<file path="config.mk">
export PLATFORM = sky130hd
export DESIGN_NAME = err_sum_window_monitor_flat
export DESIGN_NICKNAME = d
export VERILOG_FILES = /design/src/rtl/err_mon_pkg.sv /design/src/rtl/err_sum_window_monitor_if.sv /design/src/rtl/err_win_accum.sv /design/src/rtl/err_sum_window_monitor.sv /design/src/flat_wrapper.sv
export SDC_FILE = /design/constraint.sdc
export NUM_CORES = 1
export LEC_CHECK = 0
export BUFFER_PORTS_ARGS = -buffer_cell sky130_fd_sc_hd__clkbuf_2
export CAP_MARGIN = 20
export CORE_UTILIZATION = 25
export DETAILED_ROUTE_END_ITERATION = 6
export MAX_ROUTING_LAYER = met4
export PLACE_DENSITY = 0.55
export SLEW_MARGIN = 20
export SYNTH_ARGS = -nofsm -noshare
export SYNTH_HDL_FRONTEND = slang
export SYNTH_SLANG_ARGS = --single-unit
</file>
<file path="constraint.sdc">
create_clock -name clk -period 3.71 [get_ports clk]
set_input_delay 0.371 -clock clk [delete_from_list [all_inputs] [get_ports clk]]
set_output_delay 0.371 -clock clk [all_outputs]
set_load 0.01 [all_outputs]
</file>
<file path="src/rtl/err_mon_pkg.sv">
// Shared types and helpers for the error-sum window monitor.
package err_mon_pkg;

  localparam int unsigned DEF_INWIDTH  = 26;
  localparam int unsigned DEF_ACCWIDTH = 32;
  localparam int unsigned DEF_WIN_LEN  = 8;
  localparam int unsigned DEF_TRIP_CNT = 3;

  // Widest accumulator the saturating adder supports.
  localparam int unsigned SAT_MAXW = 64;
  localparam int unsigned SAT_W1   = SAT_MAXW + 1;

  typedef enum logic [1:0] {
    ST_IDLE  = 2'd0,
    ST_ACCUM = 2'd1,
    ST_FAULT = 2'd2
  } mon_state_e;

  // Unsigned add clamped to the all-ones value of a w-bit result.
  function automatic logic [SAT_MAXW-1:0] sat_add(input logic [SAT_MAXW-1:0] a,
                                                  input logic [SAT_MAXW-1:0] b,
                                                  input int unsigned         w);
    logic [SAT_MAXW:0] sum;
    logic [SAT_MAXW:0] lim;
    sum = {1'b0, a} + {1'b0, b};
    lim = (SAT_W1'(1) << w) - SAT_W1'(1);
    return (sum > lim) ? lim[SAT_MAXW-1:0] : sum[SAT_MAXW-1:0];
  endfunction

endpackage

</file>
<file path="src/rtl/err_sum_window_monitor_if.sv">
// Bus between the upstream error sum-up stage / control logic and the window monitor.
interface err_sum_window_monitor_if #(
  parameter int unsigned INWIDTH  = 26,
  parameter int unsigned ACCWIDTH = 32,
  parameter int unsigned TRIP_CNT = 3
);
  localparam int unsigned TCW = $clog2(TRIP_CNT + 1);

  logic [INWIDTH-1:0]  err_chk_sumup_i;
  logic                err_chk_sumup_en_i;
  logic [ACCWIDTH-1:0] thresh_i;
  logic                clear_i;
  logic [ACCWIDTH-1:0] win_sum_o;
  logic                win_done_o;
  logic                win_exceed_o;
  logic [TCW-1:0]      trip_cnt_o;
  logic                fault_o;

  modport master (
    output err_chk_sumup_i, err_chk_sumup_en_i, thresh_i, clear_i,
    input  win_sum_o, win_done_o, win_exceed_o, trip_cnt_o, fault_o
  );

  modport slave (
    input  err_chk_sumup_i, err_chk_sumup_en_i, thresh_i, clear_i,
    output win_sum_o, win_done_o, win_exceed_o, trip_cnt_o, fault_o
  );
endinterface

</file>
<file path="src/rtl/err_win_accum.sv">
// Saturating window accumulator with sample counter; flags the closing sample
// and presents the saturated window total combinationally.
module err_win_accum
  import err_mon_pkg::*;
#(
  parameter int unsigned INWIDTH  = DEF_INWIDTH,
  parameter int unsigned ACCWIDTH = DEF_ACCWIDTH,
  parameter int unsigned WIN_LEN  = DEF_WIN_LEN
) (
  input  logic                clk,
  input  logic                rstn,
  input  logic                i_clear,
  input  logic                i_en,
  input  logic [INWIDTH-1:0]  i_sample,
  output logic                o_close_c,
  output logic [ACCWIDTH-1:0] o_total_c
);

  localparam int unsigned CNTW = (WIN_LEN > 1) ? $clog2(WIN_LEN) : 1;

  logic [ACCWIDTH-1:0] r_acc;
  logic [CNTW-1:0]     r_cnt;
  logic [ACCWIDTH-1:0] w_sum;
  logic                w_last;

  assign w_sum     = ACCWIDTH'(sat_add(SAT_MAXW'(r_acc), SAT_MAXW'(i_sample), ACCWIDTH));
  assign w_last    = (r_cnt == CNTW'(WIN_LEN - 1));
  assign o_close_c = i_en & w_last & ~i_clear;
  assign o_total_c = w_sum;

  // Restart on the closing sample so the next window begins on the next en.
  always_ff @(posedge clk or negedge rstn) begin
    if (!rstn) begin
      r_acc <= '0;
      r_cnt <= '0;
    end else if (i_clear) begin
      r_acc <= '0;
      r_cnt <= '0;
    end else if (i_en) begin
      if (w_last) begin
        r_acc <= '0;
        r_cnt <= '0;
      end else begin
        r_acc <= w_sum;
        r_cnt <= r_cnt + CNTW'(1);
      end
    end
  end

endmodule

</file>
<file path="src/rtl/err_sum_window_monitor.sv">
// Windowed error-sum monitor: compares each window total against a threshold
// and raises a sticky fault after TRIP_CNT consecutive exceeding windows.
module err_sum_window_monitor
  import err_mon_pkg::*;
#(
  parameter int unsigned INWIDTH  = DEF_INWIDTH,
  parameter int unsigned ACCWIDTH = DEF_ACCWIDTH,
  parameter int unsigned WIN_LEN  = DEF_WIN_LEN,
  parameter int unsigned TRIP_CNT = DEF_TRIP_CNT
) (
  input  logic                     clk,
  input  logic                     rstn,
  err_sum_window_monitor_if.slave  mon_if
);

  localparam int unsigned TCW = $clog2(TRIP_CNT + 1);

  mon_state_e          r_state, w_state_nxt;
  logic [ACCWIDTH-1:0] r_win_sum, w_win_sum_nxt;
  logic                r_win_done, w_win_done_nxt;
  logic                r_win_exceed, w_win_exceed_nxt;
  logic [TCW-1:0]      r_trip, w_trip_nxt, w_trip_inc;
  logic                r_fault, w_fault_nxt;
  logic                w_close;
  logic [ACCWIDTH-1:0] w_total;
  logic                w_exceed;

  err_win_accum #(
    .INWIDTH  (INWIDTH),
    .ACCWIDTH (ACCWIDTH),
    .WIN_LEN  (WIN_LEN)
  ) u_accum (
    .clk       (clk),
    .rstn      (rstn),
    .i_clear   (mon_if.clear_i),
    .i_en      (mon_if.err_chk_sumup_en_i),
    .i_sample  (mon_if.err_chk_sumup_i),
    .o_close_c (w_close),
    .o_total_c (w_total)
  );

  assign w_exceed   = (w_total > mon_if.thresh_i);
  assign w_trip_inc = (r_trip == TCW'(TRIP_CNT)) ? r_trip : r_trip + TCW'(1);

  // Next-state and next-output logic; clear overrides everything except the held window result.
  always_comb begin
    w_state_nxt      = r_state;
    w_win_sum_nxt    = r_win_sum;
    w_win_done_nxt   = 1'b0;
    w_win_exceed_nxt = r_win_exceed;
    w_trip_nxt       = r_trip;
    w_fault_nxt      = r_fault;

    if (mon_if.clear_i) begin
      w_state_nxt = ST_IDLE;
      w_trip_nxt  = '0;
      w_fault_nxt = 1'b0;
    end else begin
      if (w_close) begin
        w_win_done_nxt   = 1'b1;
        w_win_sum_nxt    = w_total;
        w_win_exceed_nxt = w_exceed;
        w_trip_nxt       = w_exceed ? w_trip_inc : '0;
        if (w_exceed && (w_trip_inc == TCW'(TRIP_CNT))) begin
          w_fault_nxt = 1'b1;
        end
      end

      unique case (r_state)
        ST_IDLE: begin
          if (mon_if.err_chk_sumup_en_i) begin
            w_state_nxt = ST_ACCUM;
          end
        end
        ST_ACCUM: begin
          if (w_close) begin
            w_state_nxt = w_fault_nxt ? ST_FAULT : ST_IDLE;
          end
        end
        ST_FAULT: begin
          w_state_nxt = ST_FAULT;
        end
        default: begin
          w_state_nxt = ST_IDLE;
        end
      endcase
    end
  end

  always_ff @(posedge clk or negedge rstn) begin
    if (!rstn) begin
      r_state <= ST_IDLE;
    end else begin
      r_state <= w_state_nxt;
    end
  end

  always_ff @(posedge clk or negedge rstn) begin
    if (!rstn) begin
      r_win_sum    <= '0;
      r_win_done   <= 1'b0;
      r_win_exceed <= 1'b0;
      r_trip       <= '0;
      r_fault      <= 1'b0;
    end else begin
      r_win_sum    <= w_win_sum_nxt;
      r_win_done   <= w_win_done_nxt;
      r_win_exceed <= w_win_exceed_nxt;
      r_trip       <= w_trip_nxt;
      r_fault      <= w_fault_nxt;
    end
  end

  assign mon_if.win_sum_o    = r_win_sum;
  assign mon_if.win_done_o   = r_win_done;
  assign mon_if.win_exceed_o = r_win_exceed;
  assign mon_if.trip_cnt_o   = r_trip;
  assign mon_if.fault_o      = r_fault;

endmodule
</file>
<file path="src/flat_wrapper.sv">
// flat-port wrapper written by rule: the top's interface ports become plain ports
module err_sum_window_monitor_flat import err_mon_pkg::*;
#(
  parameter int unsigned INWIDTH  = DEF_INWIDTH,
  parameter int unsigned ACCWIDTH = DEF_ACCWIDTH,
  parameter int unsigned WIN_LEN  = DEF_WIN_LEN,
  parameter int unsigned TRIP_CNT = DEF_TRIP_CNT
)
  (clk, rstn, mon_if_err_chk_sumup_i, mon_if_err_chk_sumup_en_i, mon_if_thresh_i, mon_if_clear_i, mon_if_win_sum_o, mon_if_win_done_o, mon_if_win_exceed_o, mon_if_trip_cnt_o, mon_if_fault_o);
  err_sum_window_monitor_if #(.INWIDTH(INWIDTH), .ACCWIDTH(ACCWIDTH), .TRIP_CNT(TRIP_CNT)) mon_if_i ();
  input  logic clk;
  input  logic rstn;
  input wire logic [$bits(mon_if_i.err_chk_sumup_i)-1:0] mon_if_err_chk_sumup_i;
  input wire logic [$bits(mon_if_i.err_chk_sumup_en_i)-1:0] mon_if_err_chk_sumup_en_i;
  input wire logic [$bits(mon_if_i.thresh_i)-1:0] mon_if_thresh_i;
  input wire logic [$bits(mon_if_i.clear_i)-1:0] mon_if_clear_i;
  output wire logic [$bits(mon_if_i.win_sum_o)-1:0] mon_if_win_sum_o;
  output wire logic [$bits(mon_if_i.win_done_o)-1:0] mon_if_win_done_o;
  output wire logic [$bits(mon_if_i.win_exceed_o)-1:0] mon_if_win_exceed_o;
  output wire logic [$bits(mon_if_i.trip_cnt_o)-1:0] mon_if_trip_cnt_o;
  output wire logic [$bits(mon_if_i.fault_o)-1:0] mon_if_fault_o;
  assign mon_if_i.err_chk_sumup_i = mon_if_err_chk_sumup_i;
  assign mon_if_i.err_chk_sumup_en_i = mon_if_err_chk_sumup_en_i;
  assign mon_if_i.thresh_i = mon_if_thresh_i;
  assign mon_if_i.clear_i = mon_if_clear_i;
  assign mon_if_win_sum_o = mon_if_i.win_sum_o;
  assign mon_if_win_done_o = mon_if_i.win_done_o;
  assign mon_if_win_exceed_o = mon_if_i.win_exceed_o;
  assign mon_if_trip_cnt_o = mon_if_i.trip_cnt_o;
  assign mon_if_fault_o = mon_if_i.fault_o;
  err_sum_window_monitor #(.INWIDTH(INWIDTH), .ACCWIDTH(ACCWIDTH), .WIN_LEN(WIN_LEN), .TRIP_CNT(TRIP_CNT)) u_core (.clk(clk), .rstn(rstn), .mon_if(mon_if_i));
endmodule
</file>
# Word level (Yosys, flattened, before mapping)
# Cells that the tools add are included.
[totals]
reg_bits = 72
output_inout_bits = 37
[op_classes]
n_addsub = 3
n_lt_le_gt_ge = 2
n_eq_ne = 3
mux = 16
bitwise_logic = 3
n_reduce_logical = 6
[op_table]
columns = ["cell", "n"]
rows = [
  ["$mux 32", 4],
  ["$add 32x26->33", 1],
  ["$gt 33x32->1 const B", 1],
  ["$gt 32x32->1", 1],
  ["$mux 3", 3],
  ["$mux 2", 4],
  ["$reduce_bool 2->1", 3],
  ["$mux 1", 5],
  ["$eq 2x2->1 const B", 2],
  ["$reduce_and 2->1", 2],
  ["$add 3x1->3 const B", 1],
  ["$eq 3x3->1 const B", 1],
  ["$add 2x1->2 const B", 1],
  ["$and 1x1->1", 2],
  ["$logic_and 1x1->1", 1],
  ["$not 1->1", 1],
]

# Longest topological paths before layout
# Gate-level depths: netlist of the first run.
[depth]
depth_word = 8
mapped_depth = 21
ltp_nobuf = 20

# Cells and area by module
# Synthesis of the first run repeated with hierarchy kept, for this count alone.
[hier_totals]
hier_cells = 613
hier_area_um2 = 5255.0
[by_module_without_submodules]
columns = ["mod", "n_inst", "cells_each", "area_per_inst_um2"]
rows = [
  ["err_win_accum", 1, 344, 2996.6],
  ["err_sum_window_monitor", 1, 269, 2258.4],
]

# Least setup slack after synthesis of the first run
# OpenSTA, ideal clock, no wires.
[synth_timing]
path_type = "input -> register"
from = "input port mon_if_err_chk_sumup_i[0]"
to = "register u_core.r_trip[0] (netlist: u_core.mon_if.trip_cnt_o[0])"
setup_ns = 0.131
t_arrival_ns = 3.781
t_required_ns = 3.579
setup_slack_ns = -0.202
path_stages = 18
path_cell_list = "ha_1 > inv_1 > fa_1 > nand2b_1 > a21oi_1 > o21ai_2 > o2111ai_1 > a41o_1 > nand2_1 > xor2_1 > nand2_1 > ha_1 > nand4_1 > nor4_1 > nand2_1 > and3_1 > a21oi_1 > o21ai_0"
[synth_via]
elab_chain_len = 7
[synth_lines]
columns = ["element", "line_no", "source"]
rows = [
  ["start: declaration", "flat_wrapper.sv:13", "input wire logic [$bits(mon_if_i.err_chk_sumup_i)-1:0] mon_if_err_chk_sumup_i;"],
  ["$add 32x26->33 *", "err_mon_pkg.sv:25", "sum = {1'b0, a} + {1'b0, b};"],
  ["$gt 33x32->1", "err_mon_pkg.sv:27", "return (sum > lim) ? lim[SAT_MAXW-1:0] : sum[SAT_MAXW-1:0];"],
  ["$mux 32 *", "err_mon_pkg.sv:27", ""],
  ["named net u_core.u_accum.o_total_c[30]", "err_win_accum.sv:16", "output logic [ACCWIDTH-1:0] o_total_c"],
  ["$gt 32x32->1 *", "err_sum_window_monitor.sv:42", "assign w_exceed = (w_total > mon_if.thresh_i);"],
  ["$mux 2 *", "err_sum_window_monitor.sv:63", "w_trip_nxt = w_exceed ? w_trip_inc : '0;"],
  ["$mux 2 *", "err_sum_window_monitor.sv:59", "if (w_close) begin"],
  ["$mux 2 *", "err_sum_window_monitor.sv:54", "if (mon_if.clear_i) begin"],
  ["end signal: assignment", "err_sum_window_monitor.sv:109", "r_trip <= w_trip_nxt;"],
  ["end: declaration", "err_sum_window_monitor.sv:22", "logic [TCW-1:0] r_trip, w_trip_nxt, w_trip_inc;"],
]
# The timed path passes the listed nets; every way through them passes the cells marked *. The select of a mux whose other input is x is not followed.
# A chain may end at the register's enable or synchronous reset.

# Worst setup path in the final report of the first run
[layout_timing]
from = "register u_core.u_accum.r_acc[0]"
to = "register u_core.r_trip[1] (netlist: u_core.mon_if.trip_cnt_o[1])"
[layout_via]
elab_chain_len = 7
[layout_lines]
columns = ["element", "line_no", "source"]
rows = [
  ["start: declaration", "err_win_accum.sv:21", "logic [ACCWIDTH-1:0] r_acc;"],
  ["start signal: assignment", "err_win_accum.sv:44", "r_acc <= w_sum;"],
  ["$add 32x26->33 *", "err_mon_pkg.sv:25", ""],
  ["$gt 33x32->1", "err_mon_pkg.sv:27", ""],
  ["$mux 32 *", "err_mon_pkg.sv:27", ""],
  ["named net u_core.u_accum.o_total_c[18]", "err_win_accum.sv:16", ""],
  ["$gt 32x32->1 *", "err_sum_window_monitor.sv:42", ""],
  ["$mux 2 *", "err_sum_window_monitor.sv:63", ""],
  ["$mux 2 *", "err_sum_window_monitor.sv:59", ""],
  ["$mux 2 *", "err_sum_window_monitor.sv:54", ""],
]
# Marked as above.

==> results of run 1 <==
## synth_stat cells (6+ instances only)
cell,n
sky130_fd_sc_hd__inv_1,65
sky130_fd_sc_hd__ha_1,60
sky130_fd_sc_hd__nor2_1,58
sky130_fd_sc_hd__a21o_1,22
sky130_fd_sc_hd__nand4_1,15
sky130_fd_sc_hd__xnor2_1,14
sky130_fd_sc_hd__clkbuf_1,16
sky130_fd_sc_hd__a31oi_1,10
sky130_fd_sc_hd__nand2_1,85
sky130_fd_sc_hd__xor2_1,8
sky130_fd_sc_hd__mux2_2,8
sky130_fd_sc_hd__o21ai_1,39
sky130_fd_sc_hd__o21ai_0,22
sky130_fd_sc_hd__nor2b_1,6
sky130_fd_sc_hd__nand3_1,13
sky130_fd_sc_hd__dfrtp_1,72
sky130_fd_sc_hd__o211ai_1,8
sky130_fd_sc_hd__a21oi_1,44
## report_power, final
part / total (mW) / internal (mW) / switching [mW]
Combinational: 1.61 / 0.810 / 0.799
Clock: 0.844 / 0.472 / 0.372
Sequential: 0.873 / 0.831 / 0.0412
## layout by cell type, fill, tap and decap left out, types with 4 or more instances in the layout
master	netlist	routed
sky130_fd_sc_hd__a21oi_4	0	6
sky130_fd_sc_hd__a21o_1	22	22
sky130_fd_sc_hd__o21ai_0	22	19
sky130_fd_sc_hd__nand3_1	13	9
sky130_fd_sc_hd__nand3_2	1	4
sky130_fd_sc_hd__clkbuf_2	0	97
sky130_fd_sc_hd__nor2_4	1	4
sky130_fd_sc_hd__o211ai_1	8	8
sky130_fd_sc_hd__o21a_1	4	4
sky130_fd_sc_hd__nor2_2	0	6
sky130_fd_sc_hd__nor2_1	58	49
sky130_fd_sc_hd__nand2_1	85	82
sky130_fd_sc_hd__a21oi_1	44	29
sky130_fd_sc_hd__xnor2_1	14	13
sky130_fd_sc_hd__nand4_1	15	15
sky130_fd_sc_hd__buf_6	1	4
sky130_fd_sc_hd__o21ai_1	39	39
sky130_fd_sc_hd__clkbuf_16	0	9
sky130_fd_sc_hd__dfrtp_1	72	72
sky130_fd_sc_hd__a21oi_2	4	13
sky130_fd_sc_hd__inv_1	65	63
sky130_fd_sc_hd__nor2b_1	6	6
sky130_fd_sc_hd__ha_4	0	23
sky130_fd_sc_hd__xor2_1	8	8
sky130_fd_sc_hd__nand3b_1	4	4
sky130_fd_sc_hd__ha_1	60	36
sky130_fd_sc_hd__a31oi_1	10	8
sky130_fd_sc_hd__nand2b_1	5	4
sky130_fd_sc_hd__mux2_2	8	7
sky130_fd_sc_hd__buf_4	2	133
## worst paths after layout
kind | from | endpoint | cells past startpoint
max | u_core.u_accum.r_acc[0]$_DFFE_PN0P_ | u_core.mon_if.trip_cnt_o[1]$_DFFE_PN0P_ | 18
min | rstn | u_core.mon_if.win_sum_o[11]$_DFFE_PN0P_ | 1
max reg2reg | u_core.u_accum.r_acc[0]$_DFFE_PN0P_ | u_core.mon_if.trip_cnt_o[1]$_DFFE_PN0P_ | 18
min reg2reg | u_core.mon_if.win_exceed_o$_DFFE_PN0P_ | u_core.mon_if.win_exceed_o$_DFFE_PN0P_ | 2
max in group asynchronous | rstn | u_core.mon_if.win_sum_o[24]$_DFFE_PN0P_ | 2
min in group clk | mon_if_clear_i | u_core.u_accum.r_cnt[1]$_DFFE_PN0P_ | 2
## final cells by class
class                      count  share of cell area
clock buffer                  10              0.0293
clock inverter                 6             0.00522
inverter                      65              0.0299
multi-input combinational    490               0.479
sequential                    72               0.221
tap                          275              0.0422
timing repair buffer         236               0.193
## per-layer routing
| layer | share of wire | global-route usage | vias to the layer above |
|---|---|---|---|
| met2 | 0.49 | 0.272 | 90 |
| li1 | - | - | 2727 |
| met4 | 0.014 | 0.0495 | 0 |
| met5 | 0 | - | - |
| met1 | 0.47 | 0.212 | 2519 |
| met3 | 0.027 | 0.0232 | 16 |
## cell families after synthesis
| kind of cell | after synthesis | synth area share |
|---|---|---|
| compound gates | 184 | 0.220 |
| xor+xnor | 22 | 0.0356 |
| fa+ha+maj | 61 | 0.142 |
| buf+inv | 89 | 0.0656 |
| flops | 72 | 0.332 |
| mux | 12 | 0.0249 |
| simple gates | 211 | 0.180 |
## repair_timing
action / in CTS / in global routing
endpoints found under the setup margin: 4 / 4
buffers inserted: 11 / 8
hold buffers: 0 / 0
pin swaps: 42 / 37
resized for setup: 57 / 49
## sequential cells by signal, summed over array words and instances (netlist names)
| register | count |
|---|---|
| u_core.u_accum.r_cnt | 3 |
| u_core.mon_if.win_exceed_o | 1 |
| u_core.mon_if.trip_cnt_o | 2 |
| u_core.mon_if.win_sum_o | 32 |
| u_core.mon_if.win_done_o | 1 |
| u_core.mon_if.fault_o | 1 |
| u_core.u_accum.r_acc | 32 |
## per-stage QoR
step | utilization | cell area, sq um | cells
floorplan | - | 5430 | 651
global placement | 0.333 | 7050 | 1118
detailed placement | 0.333 | 7050 | 1118
CTS | 0.366 | 7750 | 1145
global route | 0.385 | 8150 | 1154
finish | 0.385 | 8150 | 1154
## critical path, cell delays in order (launching register included)
cell and delay [ps]:
sky130_fd_sc_hd__dfrtp_1 360, sky130_fd_sc_hd__ha_2 200, sky130_fd_sc_hd__inv_2 40, sky130_fd_sc_hd__fa_2 330, sky130_fd_sc_hd__nand2b_4 170, sky130_fd_sc_hd__a21oi_4 160
sky130_fd_sc_hd__o21ai_4 110, sky130_fd_sc_hd__o211ai_1 340, sky130_fd_sc_hd__buf_4 180, sky130_fd_sc_hd__xor2_1 70, sky130_fd_sc_hd__or2_4 250, sky130_fd_sc_hd__ha_4 270
sky130_fd_sc_hd__nand4_1 190, sky130_fd_sc_hd__nor4_4 410, sky130_fd_sc_hd__nand2_2 130, sky130_fd_sc_hd__nand3_2 90, sky130_fd_sc_hd__nor2_1 60, sky130_fd_sc_hd__a311oi_1 260
sky130_fd_sc_hd__a21oi_1 60
==> flow_summary.yaml, run 1 <==
run_status:
  outcome: "finished with violations"
  violated_checks: "hold timing, setup timing"
power:
  report.power.total_mw: 3.33
  power_density_nw_per_um2: 408
  power_leakage_nw: 4.13
  vdd_ir_drop_max_v: 0.000225
sta:
  layout_setup_ws_ps: -94.4
  final_period_minus_worst_setup_slack_ps: 3800
  timing.setup.tns_ps: -179
  final_min_period_over_clock_period: 1.03
  timing.max_slew.rel_slack: 0.461
  hold_violations: 15
  worst-slew-pin-transition_ps: 809
  max_freq_ghz: 0.263
  grt_setup_unrepaired: "yes"
  drv_slew: 0
  timing.clock.skew_ps: 9.04
  timing.final.setup_violations: 4
  fin_worst_hold_slack_ps: -20.5
synthesis:
  ys_top_cells_by_area: "sky130_fd_sc_hd__dfrtp_1 (33%), sky130_fd_sc_hd__ha_1 (14%), sky130_fd_sc_hd__nand2_1 (5.9%)"
  ys.warnings.count: 0
  number_of_flops_mapped_to_enable_cells_by_yosys: 0
  synth_cells: 651
  seq_area_frac_synth: 0.332
  synth_async_sr_flop_share: 1.00
  synth.cell_area_sq_um: 5420
  synth_top_cell_by_area: "sky130_fd_sc_hd__dfrtp_1"
  avgSynthCellArea_sq_um: 8.33
  synthesis_stage_register_bit_count: 72
  synth.top_cell.area_share: 0.332
  yosys.cell_types.count: 63
  synthesis.nets: 774
  synth_top_flop_cell: "sky130_fd_sc_hd__dfrtp_1"
global_routing:
  maximum_number_of_pins_on_one_net_before_global_route_repair: 73
  grt_antenna_before_repair: 0
  globalRouteOverflowTotal: 0
  first_global_vias: 5369
  first_pass_grt_wire_length_mm: 27.6
  global_route.usage.total: 0.166
min_path:
  holdCritPathClass: "primary input to asynchronous set/reset pin"
setup_path:
  setup.worst_path.end_class: "flop"
  regToRegSetupSlack_ps: -90
  critPathRequiredTime_ps: 3940
  critPathArrivalTime_ps: 4030
  criticalPathCategory: "flop to flop"
  worst-path-max-fanout: 5
  crit_path_start_kind: "flop"
clocking:
  tritoncts_sinks: 72
  worst_skew_pair.late_latency_ps: 350
  cts-root-buf: "sky130_fd_sc_hd__clkbuf_16"
  cts-root-to-sink-buffers: 2
  tritoncts: "done"
  cts_buffers: 9
  htree_levels: 3
  cts.clk_slew.worst_paths_ps: 70
placement:
  io_buffers: 98
  dp_hpwl_mm: 13.4
  finalWeightedCongestion: 0.869
  pre_cts_slack_ps: -701
floorplanning:
  dieWidth_microns: 149
  floorplan.initialDensity: 0.256
  core.rowCount: 53
  die_y_microns: 149
  io_pins: 99
  dieArea_sq_um: 22300
  core_area_sq_um: 21200
finish:
  post_route_cells_drive_above_1_share: 0.408
  nets: 997
  area.growth.synth_to_final_pct: 50.3
  multi_input_area_sq_um: 3910
  final.fill_count: 2148
  ff_latch_area_sq_um: 1800
  insertedDiodeCount: 0
route:
  vias: 5352
  drt-wirelength-per-cell_microns: 15.2
  drtAntennaViolNets: 0
  drt-vias-per-instance: 4.64
  dr.first_iter.drc_count: 269
  wl_mm: 17.5
  drt_drc_violations_left: 0
  number_of_iterations_in_the_first_detailed_routing_pass: 4
flow_run:
  timing.max_cap.violations: 0
Power figures use the tool's default switching activity.
==> inputs of run 2 (changes only) <==
--- a/config.mk
+++ b/config.mk
@@ -11,6 +11,7 @@
 export DETAILED_ROUTE_END_ITERATION = 6
 export MAX_ROUTING_LAYER = met4
 export PLACE_DENSITY = 0.55
+export SETUP_SLACK_MARGIN = 0.1
 export SLEW_MARGIN = 20
 export SYNTH_ARGS = -nofsm -noshare
 export SYNTH_HDL_FRONTEND = slang
==> run 2 against run 1 <==
Compared with the run above: the flow finishes with violations (setup timing); via count increased by 0.22%; register-to-register slack got worse by 60 ps; sequential cell count unchanged; critical path depth decreased by 1; non-clock buffer count increased by 9; die area unchanged; cell area decreased by 1.8%; global-route usage decreased by 0.16 points; count of clock-buffer cells in the layout unchanged.
==> flow_summary.yaml, run 2 (same netlist as run 1, synthesis figures left out) <==
clocking:
  htree_levels: 3
  cts.clk_slew.worst_paths_ps: 60
  cts-root-buf: "sky130_fd_sc_hd__clkbuf_16"
  cts-root-to-sink-buffers: 2
  cts_buffers: 9
  worst_skew_pair.late_latency_ps: 360
  tritoncts: "done"
  tritoncts_sinks: 72
floorplanning:
  die_y_microns: 149
  dieWidth_microns: 149
  io_pins: 99
  core_area_sq_um: 21200
  floorplan.initialDensity: 0.256
  dieArea_sq_um: 22300
  core.rowCount: 53
placement:
  io_buffers: 98
  dp_hpwl_mm: 13.2
  placed_cells: 1125
  post_dp_cell_area_sq_um: 7140
  finalWeightedCongestion: 0.873
sta:
  max_freq_ghz: 0.259
  timing.clock.skew_ps: 12.7
  grt_setup_unrepaired: "yes"
  timing.max_slew.rel_slack: 0.324
  timing.final.setup_violations: 4
  worst-slew-pin-transition_ps: 1010
  final_period_minus_worst_setup_slack_ps: 3860
  hold_violations: 0
  layout_setup_ws_ps: -154
  drv_slew: 0
  final_min_period_over_clock_period: 1.04
setup_path:
  crit_path_start_kind: "flop"
  cp_cell_sequence: "ha_1 > buf_4 > nand2_2 > o21a_1 > a211oi_1 > buf_4 > o22ai_4 > buf_4 > a21oi_4 > mux2_2 > ha_1 > nand4_1 > nor4_4 > nand2_2 > and3_1 > a21oi_2 > o21ai_1"
  cpPeakStageDelay_ps: 390
  cpLargestDelayFamily: "compound AO/OA/AOI/OAI gates"
  critPathSlowestCell: "sky130_fd_sc_hd__dfrtp_1"
  worst-path-max-fanout: 7
  criticalPathCategory: "flop to flop"
  critPathRequiredTime_ps: 3940
  cp_common_cell: "sky130_fd_sc_hd__buf_4"
  setup.worst_path.end_class: "flop"
  worstPathBufferInverterCount: 3
  critPathArrivalTime_ps: 4100
finish:
  final.fill_count: 2186
  layout.cells.most_common_list: "sky130_fd_sc_hd__buf_4 (146), sky130_fd_sc_hd__clkbuf_2 (97), sky130_fd_sc_hd__nand2_1 (83)"
  area.growth.synth_to_final_pct: 47.6
  post_route_cells_drive_above_1_share: 0.387
  finalNonFillerCells: 1163
  insertedDiodeCount: 0
  final_common_cell: "sky130_fd_sc_hd__buf_4"
  nets: 1006
  fin_area_sq_um: 8000
power:
  vdd_ir_drop_max_v: 0.000253
  report.power.total_mw: 3.36
  power_leakage_nw: 4.17
  power_density_nw_per_um2: 419
run_status:
  outcome: "finished with violations"
  violated_checks: "setup timing"
route:
  drt-wirelength-per-cell_microns: 14.8
  vias: 5364
  drt_drc_violations_left: 0
  number_of_iterations_in_the_first_detailed_routing_pass: 5
  dr.first_iter.drc_count: 233
  drt-vias-per-instance: 4.61
  drtAntennaViolNets: 0
  wl_mm: 17.3
flow_run:
  timing.max_cap.violations: 0
global_routing:
  globalRouteOverflowTotal: 0
  first_global_vias: 5315
  first_pass_grt_wire_length_mm: 27.5
  global_route.usage.total: 0.165
  grt_antenna_before_repair: 0
  maximum_number_of_pins_on_one_net_before_global_route_repair: 73
min_path:
  holdCritPathClass: "primary input to asynchronous set/reset pin"
## run 2: cell count changes in the layout (fill, tap and decap cells not counted), sizes merged
cell and delta:
bufinv +2, inv +1, clkinvlp -1, buf +9, clkinv -2
## run 2: worst reg2reg max path, delay by kind of cell, from the launching register on
kind / cells / cell delay, ps
DFF: 1 / 390
buffers and inverters: 3 / 520
adders and majority gates: 2 / 600
and+or+nand+nor: 5 / 920
AOI/OAI and AO/OA: 6 / 940
muxes: 1 / 370
## run 2: path summary, 6_finish.rpt
path / slack, ps / endpoint / from / cells after the start
max in group asynchronous: 2860 / u_core.mon_if.win_sum_o[20]$_DFFE_PN0P_ / rstn / 1
min in group clk: 320 / u_core.u_accum.r_cnt[2]$_DFFE_PN0P_ / mon_if_clear_i / 2
worst min-delay path: 180 / u_core.mon_if.win_sum_o[8]$_DFFE_PN0P_ / rstn / 1
worst max register to register: -150 / u_core.mon_if.trip_cnt_o[0]$_DFFE_PN0P_ / u_core.u_accum.r_acc[17]$_DFFE_PN0P_ / 17
worst max-delay path: -150 / u_core.mon_if.trip_cnt_o[0]$_DFFE_PN0P_ / u_core.u_accum.r_acc[17]$_DFFE_PN0P_ / 17
worst min register to register: 480 / u_core.mon_if.win_exceed_o$_DFFE_PN0P_ / u_core.mon_if.win_exceed_o$_DFFE_PN0P_ / 2
## run 2: timing repair
action | 4_1_cts | 5_1_grt
hold buffers | 0 | 0
buffers inserted | 14 | 8
endpoints found under the setup margin | 4 | 4
cloned | 0 | 0
resized for setup | 44 | 18
pin swaps | 27 | 18
## run 2: final cells by class
type                    count  area [sq um]  share of cell area
inverters                  65           244              0.0305
well taps                 275           344              0.0430
clock buffers              10           229              0.0286
flip-flops and latches     72          1800               0.225
clock inverters             6          90.1              0.0113
multi-input cells         490          3680               0.460
repair buffers            245          1610               0.202
## run 2: layer usage
layer / vias up / part of all wire / GRT usage
li1: 2738 / - / -
met1: 2500 / 0.47 / 0.208
met2: 107 / 0.47 / 0.269
met3: 19 / 0.039 / 0.0303
met4: 0 / 0.016 / 0.0454
met5: - / 0 / -
## run 2: stage by stage
stage,util,setup WS (ps),setup TNS (ps),hold WS (ps)
final,0.378,-154,-542,183
after detailed placement,0.337,-572,-2160,470
after global placement,0.337,-545,-2130,469
after global routing,0.378,-342,-1280,272
after CTS,0.370,-163,-506,234
after floorplan,-,101,0,75.4
## run 2: where the power goes
group          leakage [nW]  switching (mW)  internal (mW)
clock                 0.153           0.372          0.593
combinational          3.03           0.758          0.765
sequential            0.987          0.0355          0.831
total                  4.17            1.17           2.19
==> inputs of run 3 (changes only) <==
--- a/config.mk
+++ b/config.mk
@@ -11,6 +11,7 @@
 export DETAILED_ROUTE_END_ITERATION = 6
 export MAX_ROUTING_LAYER = met4
 export PLACE_DENSITY = 0.55
+export RECOVER_POWER = 50
 export SETUP_SLACK_MARGIN = 0.1
 export SLEW_MARGIN = 20
 export SYNTH_ARGS = -nofsm -noshare
==> run 3 against run 2 <==
Compared with the run above: the run ends with capacitance limit, slew limit, setup timing left; cell count is the same; clock power about the same; critical path depth unchanged; first-iteration DRC count is the same; fmax shrank 0.17%; critical endpoint unchanged.
==> flow_summary.yaml, run 3 (same netlist as run 1, synthesis figures left out) <==
finish:
  ff_latch_area_sq_um: 1800
  area.growth.synth_to_final_pct: 47.2
  layout.cells.most_common_list: "sky130_fd_sc_hd__buf_4 (145), sky130_fd_sc_hd__clkbuf_2 (84), sky130_fd_sc_hd__nand2_1 (83)"
  post_route_cells_drive_above_1_share: 0.372
  multi_input_area_sq_um: 3680
  final_common_cell: "sky130_fd_sc_hd__buf_4"
  final.fill_count: 2191
  insertedDiodeCount: 0
  nets: 1006
sta:
  final_period_minus_worst_setup_slack_ps: 3870
  worst-slew-pin-transition_ps: 1970
  timing.max_slew.rel_slack: -0.311
  hold_violations: 0
  layout_setup_ws_ps: -161
  timing.setup.tns_ps: -567
  timing.clock.skew_ps: 12.9
  drv_slew: 73
  grt_setup_unrepaired: "yes"
  final_min_period_over_clock_period: 1.04
  max_freq_ghz: 0.258
  timing.final.setup_violations: 4
setup_path:
  crit_path_start_kind: "flop"
  cp.depth: 17
  worstPathBufferInverterCount: 3
  crit-reg2reg-launch: "u_core.u_accum.r_acc[17]$_DFFE_PN0P_"
  r2r.worst_path.cells: 17
  cp_cell_sequence: "ha_1 > a21oi_2 > o21ai_1 > a211oi_2 > nand3b_1 > buf_4 > o211ai_4 > buf_6 > buf_4 > nand2_1 > ha_1 > nand4_1 > nor4_4 > nand2_2 > and3_1 > a21oi_2 > o21ai_1"
  critPathArrivalTime_ps: 4100
  critPathRequiredTime_ps: 3940
  cpPeakStageDelay_ps: 400
  r2r_end: "u_core.mon_if.trip_cnt_o[0]$_DFFE_PN0P_"
  critPathSlowestCell: "sky130_fd_sc_hd__nor4_4"
  worst-path-max-fanout: 7
  regToRegSetupSlack_ps: -160
  criticalPathCategory: "flop to flop"
  cpLargestDelayFamily: "simple AND/OR/NAND/NOR gates"
  setup.worst_path.end_class: "flop"
route:
  dr.first_iter.drc_count: 233
  drtAntennaViolNets: 0
  vias: 5372
  number_of_iterations_in_the_first_detailed_routing_pass: 5
  drt_drc_violations_left: 0
  drt-vias-per-instance: 4.62
  wl_mm: 17.3
  drt-wirelength-per-cell_microns: 14.9
run_status:
  violated_checks: "capacitance limit, slew limit, setup timing"
  outcome: "finished with violations"
min_path:
  hold_start: "mon_if_clear_i"
  holdCritPathClass: "primary input to flop"
  min_delay_path_depth: 2
  worst_hold_path.endpoint: "u_core.u_accum.r_cnt[2]$_DFFE_PN0P_"
floorplanning:
  io_pins: 99
  dieArea_sq_um: 22300
  core.rowCount: 53
  floorplan.initialDensity: 0.256
  dieWidth_microns: 149
  die_y_microns: 149
  core_area_sq_um: 21200
clocking:
  cts-root-buf: "sky130_fd_sc_hd__clkbuf_16"
  worst_skew_pair.late_latency_ps: 360
  htree_levels: 3
  tritoncts_sinks: 72
  cts_buffers: 9
  tritoncts: "done"
  cts-root-to-sink-buffers: 2
  cts.clk_slew.worst_paths_ps: 60
  cts.hold.buffers_added: 0
global_routing:
  global_route.usage.total: 0.165
  first_global_vias: 5315
  grt_antenna_before_repair: 0
  globalRouteOverflowTotal: 0
  maximum_number_of_pins_on_one_net_before_global_route_repair: 73
  first_pass_grt_wire_length_mm: 27.5
power:
  vdd_ir_drop_max_v: 0.000253
  seqPwrFrac: 0.258
  internal-power_mw: 2.19
  clock_power_share: 0.288
  switching_share_of_power: 0.348
  report.power.total_mw: 3.35
  switching_power_mw: 1.17
  power_density_nw_per_um2: 420
  power.combinational.fraction: 0.454
  power_leakage_nw: 4.12
placement:
  io_buffers: 98
  dp_hpwl_mm: 13.2
  finalWeightedCongestion: 0.873
flow_run:
  timing.max_cap.violations: 1
## run 3: changes by cell type in the layout (fill, tap and decap cells not counted)
cell	before	now
sky130_fd_sc_hd__clkbuf_2	97	84
sky130_fd_sc_hd__buf_4	146	145
sky130_fd_sc_hd__clkbuf_1	1	15
## run 3: timing repair
| item | 4_1_cts | 5_1_grt |
|---|---|---|
| endpoints found under the setup margin | 4 | 4 |
| resized for setup | 44 | 18 |
| cloned | 0 | 0 |
| setup buffers | 14 | 8 |
| pin swaps | 27 | 18 |
## run 3: power by group through the flow
stage	Clock (mW)	Combinational, mW	Sequential, mW
finish	0.966	1.52	0.867
detailed placement	0	1.35	0.873
global route	1.02	1.69	0.872
global placement	0	1.34	0.871
CTS	0.990	1.48	0.864
floorplan	0	0.750	0.866
## run 3: layout make-up
| class | instances | area share |
|---|---|---|
| Multi-Input combinational cell | 490 | 0.461 |
| Sequential cell | 72 | 0.226 |
| Timing Repair Buffer | 245 | 0.200 |
| Tap cell | 275 | 0.0431 |
| Inverter | 65 | 0.0306 |
| Clock buffer | 10 | 0.0287 |
| Clock inverter | 6 | 0.0113 |
## run 3: worst max-delay path by stage
stage                                               from                                 endpoint  slack, ps
floorplan                     mon_if_err_chk_sumup_i[17]  u_core.mon_if.trip_cnt_o[0]$_DFFE_PN0P_        100
global placement               mon_if_err_chk_sumup_i[0]  u_core.mon_if.trip_cnt_o[0]$_DFFE_PN0P_       -550
detailed placement             mon_if_err_chk_sumup_i[0]  u_core.mon_if.trip_cnt_o[1]$_DFFE_PN0P_       -570
CTS                  u_core.u_accum.r_acc[0]$_DFFE_PN0P_  u_core.mon_if.trip_cnt_o[1]$_DFFE_PN0P_       -160
global route        u_core.u_accum.r_acc[22]$_DFFE_PN0P_  u_core.mon_if.trip_cnt_o[0]$_DFFE_PN0P_       -340
finish              u_core.u_accum.r_acc[17]$_DFFE_PN0P_  u_core.mon_if.trip_cnt_o[0]$_DFFE_PN0P_       -160
## run 3: stage by stage
stage | setup slack [ps] | hold WS [ps] | utilization | area, sq um | std cells
2_1_floorplan | 101 | 75.4 | - | 5460 | 651
3_3_place_gp | -545 | 469 | 0.337 | 7140 | 1125
3_5_place_dp | -572 | 470 | 0.337 | 7140 | 1125
4_1_cts | -163 | 234 | 0.370 | 7820 | 1155
5_1_grt | -342 | 327 | 0.377 | 7980 | 1163
6_report | -161 | 320 | 0.377 | 7980 | 1163
## run 3: worst reg2reg max path, delay by kind of cell (launching register included)
kind | cells | cell delay (ps)
AND/OR/NAND/NOR | 6 | 1190
flip-flops | 1 | 390
adder cells (fa/ha/maj) | 2 | 600
buffers and inverters | 3 | 500
AO/OA/AOI/OAI | 6 | 1060
## run 3: metal layers
metal  GRT usage  share of wire  up-vias
met4      0.0454          0.016        0
met1       0.208           0.47     2512
li1            -              -     2736
met2       0.269           0.47      106
met3      0.0303          0.040       18
met5           -              0        -
